<file path="config.mk">
export PLATFORM = sky130hd
export DESIGN_NAME = audio_voice_scheduler
export DESIGN_NICKNAME = d
export VERILOG_FILES = /design/src/rtl/audio_voice_scheduler.sv
export SDC_FILE = /design/constraint.sdc
export NUM_CORES = 1
export LEC_CHECK = 0
export CAP_MARGIN = 25
export CORE_MARGIN = 5
export CORE_UTILIZATION = 35
export CTS_CLUSTER_DIAMETER = 40
export DETAILED_ROUTE_END_ITERATION = 10
export PLACE_DENSITY = 0.76
export REMOVE_ABC_BUFFERS = 1
export SLEW_MARGIN = 30
export SYNTH_ARGS = -nofsm -noshare
export SYNTH_HDL_FRONTEND = slang
export SYNTH_SLANG_ARGS = --single-unit
</file>
<file path="constraint.sdc">
create_clock -name clk -period 3.5 [get_ports clk]
set_input_delay 0.7 -clock clk [delete_from_list [all_inputs] [get_ports clk]]
set_output_delay 0.7 -clock clk [all_outputs]
set_load 0.01 [all_outputs]
</file>
<file path="src/rtl/audio_voice_scheduler.sv">
// Purpose: shares one triangle voice (period/mute) between NREQ prioritized sound requesters.
// Latency: a request is granted on the edge that samples it; period/mute/active_id update there.
// Backpressure: none; requests are latched in pending bits and served later by priority.
//
// Ports:
//   clk, reset     - system clock; synchronous active-high reset
//   enable         - 0 forces the scheduler idle and muted, dropping all requests
//   req            - one-cycle request pulses, bit i = requester i (higher index wins)
//   req_period     - packed per-requester periods, field i = [i*PERW +: PERW]
//   req_dur        - packed per-requester durations in ticks, field i = [i*DURW +: DURW]
//   period, mute   - registered voice controls
//   busy           - high while playing or in the post-sound gap
//   active_id      - index of the sound playing (holds last value otherwise)
//   done           - one-cycle pulse on natural completion of sound i
module audio_voice_scheduler #(
  parameter int NREQ      = 4,
  parameter int PERW      = 20,
  parameter int DURW      = 8,
  parameter int TICKDIV   = 100000,
  parameter int GAP_TICKS = 2,
  parameter int PREEMPT   = 1,
  localparam int IDW      = (NREQ > 1) ? $clog2(NREQ) : 1
) (
  input  logic                 clk,
  input  logic                 reset,
  input  logic                 enable,
  input  logic [NREQ-1:0]      req,
  input  logic [NREQ*PERW-1:0] req_period,
  input  logic [NREQ*DURW-1:0] req_dur,
  output logic [PERW-1:0]      period,
  output logic                 mute,
  output logic                 busy,
  output logic [IDW-1:0]       active_id,
  output logic [NREQ-1:0]      done
);

  localparam int TW = $clog2(TICKDIV);
  localparam int GW = (GAP_TICKS > 0) ? $clog2(GAP_TICKS + 1) : 1;

  typedef enum logic [1:0] {
    S_IDLE,
    S_PLAY,
    S_GAP
  } state_t;

  state_t          state_q, state_n;
  logic [NREQ-1:0] pending_q, pend_n;
  logic [TW-1:0]   tcnt_q, tcnt_n;
  logic [DURW-1:0] dcnt_q, dcnt_n;
  logic [GW-1:0]   gcnt_q, gcnt_n;
  logic [PERW-1:0] period_n;
  logic            mute_n;
  logic [IDW-1:0]  id_n;
  logic [NREQ-1:0] done_n;

  logic [NREQ-1:0] cand;
  logic            cand_any;
  logic [IDW-1:0]  win;
  logic [PERW-1:0] win_per;
  logic [DURW-1:0] win_dur;
  logic            tick;
  logic            grant;

  assign tick     = (tcnt_q == TW'(TICKDIV - 1));
  assign cand     = pending_q | req;
  assign cand_any = |cand;
  assign busy     = (state_q != S_IDLE);

  // Fixed-priority pick: the ascending scan lets the highest set index win.
  always_comb begin
    win     = '0;
    win_per = '0;
    win_dur = '0;
    for (int i = 0; i < NREQ; i++) begin
      if (cand[i]) begin
        win     = IDW'(i);
        win_per = req_period[i*PERW +: PERW];
        win_dur = req_dur[i*DURW +: DURW];
      end
    end
  end

  always_comb begin
    state_n  = state_q;
    period_n = period;
    mute_n   = mute;
    id_n     = active_id;
    done_n   = '0;
    pend_n   = pending_q | req;
    tcnt_n   = tick ? '0 : tcnt_q + TW'(1);
    dcnt_n   = dcnt_q;
    gcnt_n   = gcnt_q;
    grant    = 1'b0;

    case (state_q)
      S_IDLE: begin
        mute_n = 1'b1;
        if (cand_any) grant = 1'b1;
      end

      S_PLAY: begin
        // Completion takes precedence over any preempting request this cycle;
        // such a request simply stays pending and is served after the gap.
        if (tick && (dcnt_q == DURW'(1))) begin
          done_n[active_id] = 1'b1;
          mute_n            = 1'b1;
          if (GAP_TICKS > 0) begin
            state_n = S_GAP;
            tcnt_n  = '0;
            gcnt_n  = GW'(GAP_TICKS);
          end else begin
            state_n = S_IDLE;
          end
        end else begin
          if (tick) dcnt_n = dcnt_q - DURW'(1);
          // A retrigger of the active id compares equal, so it only pends.
          if ((PREEMPT != 0) && cand_any && (win > active_id)) grant = 1'b1;
        end
      end

      S_GAP: begin
        mute_n = 1'b1;
        if (tick) begin
          gcnt_n = gcnt_q - GW'(1);
          if (gcnt_q == GW'(1)) state_n = S_IDLE;
        end
      end

      default: begin
        state_n = S_IDLE;
        mute_n  = 1'b1;
      end
    endcase

    // A preempted sound is simply overwritten: no done, no gap, not re-pended.
    if (grant) begin
      state_n     = S_PLAY;
      period_n    = win_per;
      mute_n      = 1'b0;
      id_n        = win;
      dcnt_n      = (win_dur == '0) ? DURW'(1) : win_dur;
      tcnt_n      = '0;
      pend_n[win] = 1'b0;
    end
  end

  always_ff @(posedge clk) begin
    if (reset) begin
      state_q   <= S_IDLE;
      period    <= '0;
      mute      <= 1'b1;
      active_id <= '0;
      done      <= '0;
      pending_q <= '0;
      tcnt_q    <= '0;
      dcnt_q    <= '0;
      gcnt_q    <= '0;
    end else if (!enable) begin
      // Same as reset, but the voice keeps its last period.
      state_q   <= S_IDLE;
      mute      <= 1'b1;
      active_id <= '0;
      done      <= '0;
      pending_q <= '0;
      tcnt_q    <= '0;
      dcnt_q    <= '0;
      gcnt_q    <= '0;
    end else begin
      state_q   <= state_n;
      period    <= period_n;
      mute      <= mute_n;
      active_id <= id_n;
      done      <= done_n;
      pending_q <= pend_n;
      tcnt_q    <= tcnt_n;
      dcnt_q    <= dcnt_n;
      gcnt_q    <= gcnt_n;
    end
  end

endmodule

</file>
# [Yosys cells after proc, flatten, opt, wreduce, memory -nomap -nowiden]
# Index checks and enable logic that the tools add are counted.
[totals] regBits=60 latchBits=0 ram_bits=0 mem_bits_ro=0 in_bits=119 output_inout_bits=28 n_memories=0
[op_classes] add_sub_neg=3 mul=0 n_div=0 order_cmp=5 eq_ne=13 shifts=0 muxes=38 n_bitwise=7 n_reduce_logical=19
[ops] op="20-bit 2-to-1 mux" count=4
[ops] op="8-bit 2-to-1 mux" count=9
[ops] op="17-bit 2-to-1 mux" count=3
[ops] op="17-bit by 1-bit adder with 17-bit output (second input constant)" count=1
[ops] op="17-bit equality test (second input constant)" count=1
[ops] op="2-bit 2-to-1 mux" count=6
[ops] op="1-bit 2-to-1 mux" count=10
[ops] op="2-bit inequality test (second input constant)" count=5
[ops] op="3-bit inequality test (second input constant)" count=3
[ops] op="8-bit by 1-bit equality test with 1-bit output (second input constant)" count=1
[ops] op="8-bit zero test" count=1
[ops] op="4-bit AND reduction" count=2
[ops] op="2-bit nonzero test" count=4
[ops] op="4-bit OR reduction" count=2
[ops] op="8-bit by 1-bit subtractor with 8-bit output (second input constant)" count=1
[ops] op="2-bit by 3-bit less-than comparator with 1-bit output (second input constant)" count=2
[ops] op="2-bit case mux with 3 select lines" count=1
[ops] op="3-bit AND reduction" count=2
[ops] op="4-bit AND" count=1
[ops] op="1-bit demux with 2-bit select" count=2
[ops] op="2-bit by 1-bit equality test with 1-bit output (second input constant)" count=2
[ops] op="2-bit by 1-bit >= comparator with 1-bit output (second input constant)" count=2
[ops] op="1-bit logical AND" count=4
[ops] op="4-bit 2-to-1 mux" count=1
[ops] op="12 further kinds" count=15

# [Depth between registers and ports, before layout]
# Gate-level depths: netlist (run 1).
[depth] ltp_word=11 mapped_depth=14 depth_no_buf=10

# [Worst setup path after synthesis (run 1)]
# OpenSTA, ideal clock, no wires.
[synth_path] path_type="input to register" startpoint="input req[2]" endpoint="register period[14]" setup_ps=88 arrival_time_ps=2992 t_required_ps=3412 setup_slack_ps=420 stages=13 n_path_buf=3 cell_sequence="or2_2 clkbuf_1 nor2_1 buf_2 nor2_1 ha_1 nand2_1 o21ai_0 a211o_2 a21oi_4 buf_2 a21oi_1 a311oi_2"
[synth_via] elab_chain_cells=9
[synth_lines] element="start, declared" line_no="27" source="input logic [NREQ-1:0] req,"
[synth_lines] element="4-bit OR (*)" line_no="65" source="assign cand = pending_q | req;"
[synth_lines] element="2-bit 2-to-1 mux (2 in a row)" line_no="75" source="if (cand[i]) begin"
[synth_lines] element="2-bit > comparator" line_no="117" source="if ((PREEMPT != 0) && cand_any && (win > active_id)) grant = 1'b1;"
[synth_lines] element="1-bit logical AND" line_no="117"
[synth_lines] element="1-bit 2-to-1 mux" line_no="117"
[synth_lines] element="1-bit 2-to-1 mux" line_no="104" source="if (tick && (dcnt_q == DURW'(1))) begin"
[synth_lines] element="1-bit case mux with 2 select lines" line_no="95" source="case (state_q)"
[synth_lines] element="2-bit AND reduction (no line)"
[synth_lines] element="end signal, assigned" line_no="170" source="period <= period_n;"
[synth_lines] element="end, declared" line_no="30" source="output logic [PERW-1:0] period,"
# Every way passes the cells marked *; elsewhere a longest branch is shown, timed or not.
# A chain may end at the register's enable or synchronous reset.

# [Final worst setup path (run 1)]
[layout_path] startpoint="input req[3]" endpoint="register period[16]"
[layout_via] elab_chain_cells=8
[layout_lines] element="4-bit OR (*)" line_no="65"
[layout_lines] element="2-bit 2-to-1 mux" line_no="75"
[layout_lines] element="2-bit > comparator" line_no="117"
[layout_lines] element="1-bit logical AND" line_no="117"
[layout_lines] element="1-bit 2-to-1 mux" line_no="117"
[layout_lines] element="1-bit 2-to-1 mux" line_no="104"
[layout_lines] element="1-bit case mux with 2 select lines" line_no="95"
[layout_lines] element="2-bit AND reduction (no line)"
# Marks and branches as above.

==> results of run 1 <==
==> cell usage after synthesis (all sizes together), types with 6 or more instances <==
| master | count |
|---|---|
| a211oi | 8 |
| a21oi | 39 |
| a221oi | 22 |
| a22oi | 22 |
| a311oi | 20 |
| buf | 15 |
| clkbuf | 20 |
| dfxtp | 60 |
| ha | 6 |
| nand2 | 17 |
| nand3 | 15 |
| nor2 | 64 |
| nor3 | 11 |
| o21ai | 13 |
| xor2 | 15 |
==> logic make-up (layout without fill, tap and decap cells) <==
| logic type | Yosys count | after routing |
|---|---|---|
| AOI/OAI and AO/OA | 136 | 136 |
| muxes | 1 | 1 |
| DFF | 60 | 60 |
| xor gates and xnor gates | 19 | 19 |
| buffers and inverters | 40 | 180 |
| adders and majority gates | 6 | 6 |
| and+or+nand+nor | 142 | 142 |
==> power groups by stage <==
stage | Sequential, uW | Clock, uW | Combinational (uW)
global placement | 756 | 0 | 422
global route | 747 | 744 | 467
detailed placement | 757 | 0 | 431
CTS | 742 | 712 | 432
floorplan | 764 | 0 | 164
finish | 743 | 694 | 428
==> state kept, by name (all words and copies together), names as in the netlist <==
signal and cells:
dcnt_q 8, active_id 2, period 20, mute 1
gcnt_q 2, pending_q 4, tcnt_q 17, done 4
state_q 2
==> cells in the final DEF (no fill, tap or decap), drive strengths merged, types with 3 or more instances in the layout <==
master         Yosys  routed
a221oi            22      22
ha                 6       6
nand2b             3       3
xor2              15      15
inv                5       6
clkbuf            20       9
nor2              64      64
or2                5       5
a211oi             8       8
clkinvlp           0       3
o21ai             13      13
nor2b              3       3
a311oi            20      20
or3                3       3
and3               3       3
xnor2              4       4
nand4              5       5
nand2             17      17
nand3             15      15
a22oi             22      22
dfxtp             60      60
clkdlybuf4s50      0     146
nor4               4       4
a21oi             39      39
buf               15      13
nor3              11      11
==> metrics by stage <==
| stage | instances | worst slack [ns] | power (uW) |
|---|---|---|---|
| final | 673 | 0.312 | 1860 |
| after global routing | 673 | 0.160 | 1960 |
| after CTS | 673 | 0.352 | 1890 |
| after detailed placement | 657 | -0.0362 | 1190 |
| after global placement | 657 | 0.100 | 1180 |
| after floorplan | 369 | -0.539 | 928 |
==> final cells by class <==
| cell class | count | share of cell area (%) |
|---|---|---|
| Sequential cell | 60 | 23.4 |
| Clock buffer | 9 | 2.42 |
| Timing Repair Buffer | 159 | 30.6 |
| Clock inverter | 7 | 1.95 |
| Tap cell | 129 | 3.15 |
| Multi-Input combinational cell | 304 | 38.0 |
| Inverter | 5 | 0.366 |
==> worst min path at each step <==
stage | startpoint | end | slack [ns]
after CTS | tcnt_q[0]$_SDFF_PP0_ | tcnt_q[0]$_SDFF_PP0_ | 0.47
final | tcnt_q[0]$_SDFF_PP0_ | tcnt_q[0]$_SDFF_PP0_ | 0.46
after global placement | tcnt_q[0]$_SDFF_PP0_ | tcnt_q[0]$_SDFF_PP0_ | 0.44
after global routing | tcnt_q[0]$_SDFF_PP0_ | tcnt_q[0]$_SDFF_PP0_ | 0.51
after floorplan | tcnt_q[0]$_SDFF_PP0_ | tcnt_q[0]$_SDFF_PP0_ | 0.43
after detailed placement | tcnt_q[0]$_SDFF_PP0_ | tcnt_q[0]$_SDFF_PP0_ | 0.46
==> metal layers <==
metal	share of wire (%)	routed length (um)
met1	39	3990
met2	51	5260
met3	7.1	732
met4	2.7	278
met5	0	0
==> flow_summary.yaml, run 1 <==
clocking:
  numCtsBuffers: 9
  clk_latency_ns: 0.34
  cts_hold_buf: 0
  cts_root_buf: "clkbuf_8"
  cts_tree: "done"
  post_cts_buffers: 0
  cts.path.max_buffers: 2
  cts_resized: 0
  clk_pin_slew_ns: 0.07
  h-tree-depth: 3
  cts_sinks: 60
yosys:
  synth-edff-count: 0
  synth_top_cell_by_area: "dfxtp_1"
  yosys-mux-area-fraction_pct: 0.299
  synth.distinct_cells: 49
  yosysSeqAreaShare_pct: 35.9
  yosysWarnings: 0
  yosys.area_share.adder_pct: 2.24
  synth_area_leaders: "dfxtp_1 (36%), nor2_1 (7.2%), a221oi_1 (5.8%)"
  async_flop_share_pct: 0
  yosys.area.top_type_share_pct: 35.9
  yosys_register_bits: 60
  synthCells: 404
  synth_top_family_by_area: "compound AO/OA/AOI/OAI gates"
  syn_area_um2: 3350
  synth_compound_area_share_pct: 29.8
  synthFlopType: "dfxtp_1"
  syn_area_per_cell_um2: 8.28
  synth-simple-area-share_pct: 21.0
  yosys.area_share.xor_xnor_pct: 4.97
worst_setup_path:
  critical-path-slowest-cell: "or4_1"
  cp_max_fo: 44
  crit_family: "compound AO/OA/AOI/OAI gates"
  timing.rr.start: "pending_q[3]$_SDFF_PP0_"
  cp.depth: 10
  start_kind: "primary input"
  endpoint: "period[16]$_SDFFE_PP0P_"
  r2r_cells: 9
  worstSetupStartpoint: "req[3]"
  crit_arrival_ns: 3.42
  r2r_end: "period[16]$_SDFFE_PP0P_"
  slowest_delay_ns: 0.58
  cp-end-kind: "flop"
  cp_cell_sequence: "clkdlybuf4s50_1, or4_1, ha_1, nor2b_1, o21ai_0, a211o_2, a21oi_4, buf_12, a21oi_1, a311oi_1"
  worst-setup-path-type: "primary input to flop"
  critical_path_required_ns: 3.74
  rrSetupSlack_ns: 0.84
  cp.buffers_inverters: 2
timing:
  slew_headroom_pct: 48.7
  timing.hold.ws_ns: 0.464
  tightest_slew_ns: 0.766
  setup_violations: 0
  setup_tns_ns: 0
  fin_crit_sh_pct: 91.1
  skew_ns: 0.00779
  rsz0062_at_grt: "false"
  final.min_clock_period_ns: 3.19
  hold_viol: 0
  fmax_mhz: 314
  drv_slew: 0
outcome:
  status: "complete, no violations"
power:
  clock_power_share_pct: 37.2
  p_switching_uw: 496
  swShare_pct: 26.6
  powerDensity_nw_per_um2: 364
  ir_worst_vdd_uv: 203
  p_comb_share_pct: 23.0
  p_seq_share_pct: 39.8
  intPower_uw: 1370
  p_leak_uw: 0.00178
die:
  initial_core_util_pct: 36.0
  row_count: 35
  dieArea_um2: 11600
  ios: 147
  die_x_um: 108
  die-height_um: 108
  core_um2: 9280
global_routing:
  overflow: 0
  use_met2_pct: 32.6
  grt_max_degree: 47
  grt.met3_usage_pct: 6.54
  antenna_found_initial: 0
  grt_pass1_vias: 3667
  top_usage_layer: "met2"
  grt_pass1_wl_um: 16800
  grt_usage_pct: 18.0
  grt_use_met1_pct: 19.2
route:
  vias: 3619
  drtIter0Drc: 175
  drt-wirelength-per-cell_um: 15.2
  first_pass_iters: 4
  vias_per_cell: 5.38
  wirelength_um: 10300
  drtAntennaViolNets: 0
  drcViolationCount: 0
cells_and_area:
  final_core_util_pct: 55.2
  num-fill-cells: 866
  seq_area_um2: 1200
  fin_area_um2: 5130
  fin_nets: 664
  multi_input_area_um2: 1950
  diodes: 0
  layout-drive-gt1-share_pct: 8.82
  syn_to_final_growth_pct: 53.3
placement:
  post-dp-hpwl_um: 8180
  gp_congestion: 0.827
  portBuffers: 146
  postPlaceCellArea_um2: 4900
worst_hold_path:
  hold_path.class: "flop to flop"
  hold_depth: 1
job:
  maxCapViolations: 0
Power figures use the tool's default switching activity.
==> run 2, diff against run 1 <==
CELL_PAD_IN_SITES_DETAIL_PLACEMENT = 1   (was default)
CELL_PAD_IN_SITES_GLOBAL_PLACEMENT = 1   (was default)
CORE_ASPECT_RATIO = 1.2   (was default)
CORE_UTILIZATION = 30   (was 35)
PLACE_DENSITY = 0.88   (was 0.76)
==> run 2 against run 1 <==
Die area increased by 15%. Cell count is 0.30% higher. Register-to-register slack about the same. Sequential share of layout area down 0.54 points. Utilization decreased by 7.4 points. Largest power group is now the clock network. Clock-buffer cell count increased by 3. First-iteration DRC count down 31%.
==> flow_summary.yaml, run 2 (synthesized netlist as in run 1, its figures left out) <==
outcome:
  status: "complete, no violations"
power:
  p_switching_uw: 528
  swShare_pct: 24.3
  p_leak_uw: 0.00185
  p_seq_share_pct: 34.3
  power.total_uw: 2170
  ir_worst_vdd_uv: 182
  p_comb_share_pct: 20.5
  powerDensity_nw_per_um2: 414
  clock_power_share_pct: 45.2
  intPower_uw: 1650
worst_setup_path:
  start_kind: "primary input"
  cp_max_fo: 30
  cp-end-kind: "flop"
  worst-setup-path-type: "primary input to flop"
  r2r_cells: 9
  timing.rr.start: "pending_q[3]$_SDFF_PP0_"
  rrSetupSlack_ns: 0.84
  worstSetupStartpoint: "req[3]"
  endpoint: "period[19]$_SDFFE_PP0P_"
  r2r_end: "period[19]$_SDFFE_PP0P_"
  crit_arrival_ns: 3.40
  critical_path_required_ns: 3.72
route:
  drt-wirelength-per-cell_um: 18.7
  first_pass_iters: 4
  vias_per_cell: 5.52
  vias: 3723
  wirelength_um: 12600
  drtIter0Drc: 121
  drcViolationCount: 0
  drtAntennaViolNets: 0
global_routing:
  grt_pass1_wl_um: 20700
  overflow: 0
  antenna_found_initial: 0
  grt_max_degree: 47
  grt_usage_pct: 19.2
  grt_pass1_vias: 4163
timing:
  rsz0062_at_grt: "false"
  final.min_clock_period_ns: 3.18
  timing.hold.ws_ns: 0.461
  slew_headroom_pct: 46.0
  setup_tns_ns: 0
  skew_ns: 0.00438
  fmax_mhz: 315
  setup_violations: 0
  tightest_slew_ns: 0.808
  drv_slew: 0
  hold_viol: 0
  fin_crit_sh_pct: 90.7
die:
  dieArea_um2: 13400
  ios: 147
  die-height_um: 126
  die_x_um: 106
  initial_core_util_pct: 30.5
  core_um2: 11000
  row_count: 42
cells_and_area:
  largest_registers: "period (20), tcnt_q (17), dcnt_q (8)"
  largest_reg_flops: 20
  syn_to_final_growth_pct: 56.9
  final_cell_mix: "clkdlybuf4s50_1 (146), nor2_1 (64), dfxtp_1 (60)"
  layout-drive-gt1-share_pct: 8.66
  largest_register: "period"
  final_core_util_pct: 47.8
  mostFrequentLayoutCell: "clkdlybuf4s50_1"
  fin_nets: 663
  diodes: 0
  stdcell_count: 675
placement:
  portBuffers: 146
  post-dp-hpwl_um: 9860
  gp_congestion: 0.754
  place_inst: 659
clocking:
  clk_pin_slew_ns: 0.05
  numCtsBuffers: 9
  cts_sinks: 60
  h-tree-depth: 3
  cts.path.max_buffers: 2
  post_cts_buffers: 0
  clk_latency_ns: 0.32
  cts_hold_buf: 0
  cts_resized: 0
  cts_root_buf: "clkbuf_16"
  cts_tree: "done"
job:
  maxCapViolations: 0
worst_hold_path:
  hold_path.class: "flop to flop"
==> run 2: how the worst min path moves through the flow <==
stage	start	end	cells past startpoint
floorplan	tcnt_q[0]$_SDFF_PP0_	tcnt_q[0]$_SDFF_PP0_	1
global placement	tcnt_q[0]$_SDFF_PP0_	tcnt_q[0]$_SDFF_PP0_	1
detailed placement	tcnt_q[0]$_SDFF_PP0_	tcnt_q[0]$_SDFF_PP0_	1
CTS	tcnt_q[0]$_SDFF_PP0_	tcnt_q[0]$_SDFF_PP0_	1
global route	tcnt_q[0]$_SDFF_PP0_	tcnt_q[0]$_SDFF_PP0_	1
finish	tcnt_q[0]$_SDFF_PP0_	tcnt_q[0]$_SDFF_PP0_	1
==> run 2: area by class of cell <==
type                            instances  area [um^2]
Clock buffer                           12          267
Clock inverter                          4         70.1
Fill cell                            1267         5730
Inverter                                5         18.8
Multi-Input combinational cell        304         1950
Sequential cell                        60         1200
Tap cell                              132          165
Timing Repair Buffer                  158         1580
==> run 2: worst max-delay path, stage by stage <==
cell and delay (ns):
clkdlybuf4s50_1 0.42, or4_1 0.56, ha_1 0.31, nor2b_1 0.12, o21ai_0 0.07, a211o_2 0.39, a21oi_4 0.21, buf_12 0.21
a21oi_1 0.10, a311oi_1 0.29
==> run 2: stage by stage <==
step                      area [um^2]  worst slack [ns]
after detailed placement         4910           -0.0413
after global placement           4910             0.123
after CTS                        5250             0.310
after global routing             5250             0.139
after floorplan                  3170            -0.539
final                            5250             0.324
==> run 2: metal layers <==
metal / global-route usage, % / up-vias / part of all wire (%)
li1: - / 1789 / -
met3: 7.78 / 22 / 9.1
met1: 19.5 / 1787 / 36
met4: 6.63 / 0 / 2.2
met5: 0 / - / 0
met2: 35.4 / 125 / 53
==> run 2: power by group through the flow <==
stage	Clock (uW)	Sequential [uW]	Combinational (uW)
after floorplan	0	764	164
after detailed placement	0	760	443
after global placement	0	758	431
after global routing	1030	751	484
final	983	746	445
after CTS	992	747	449
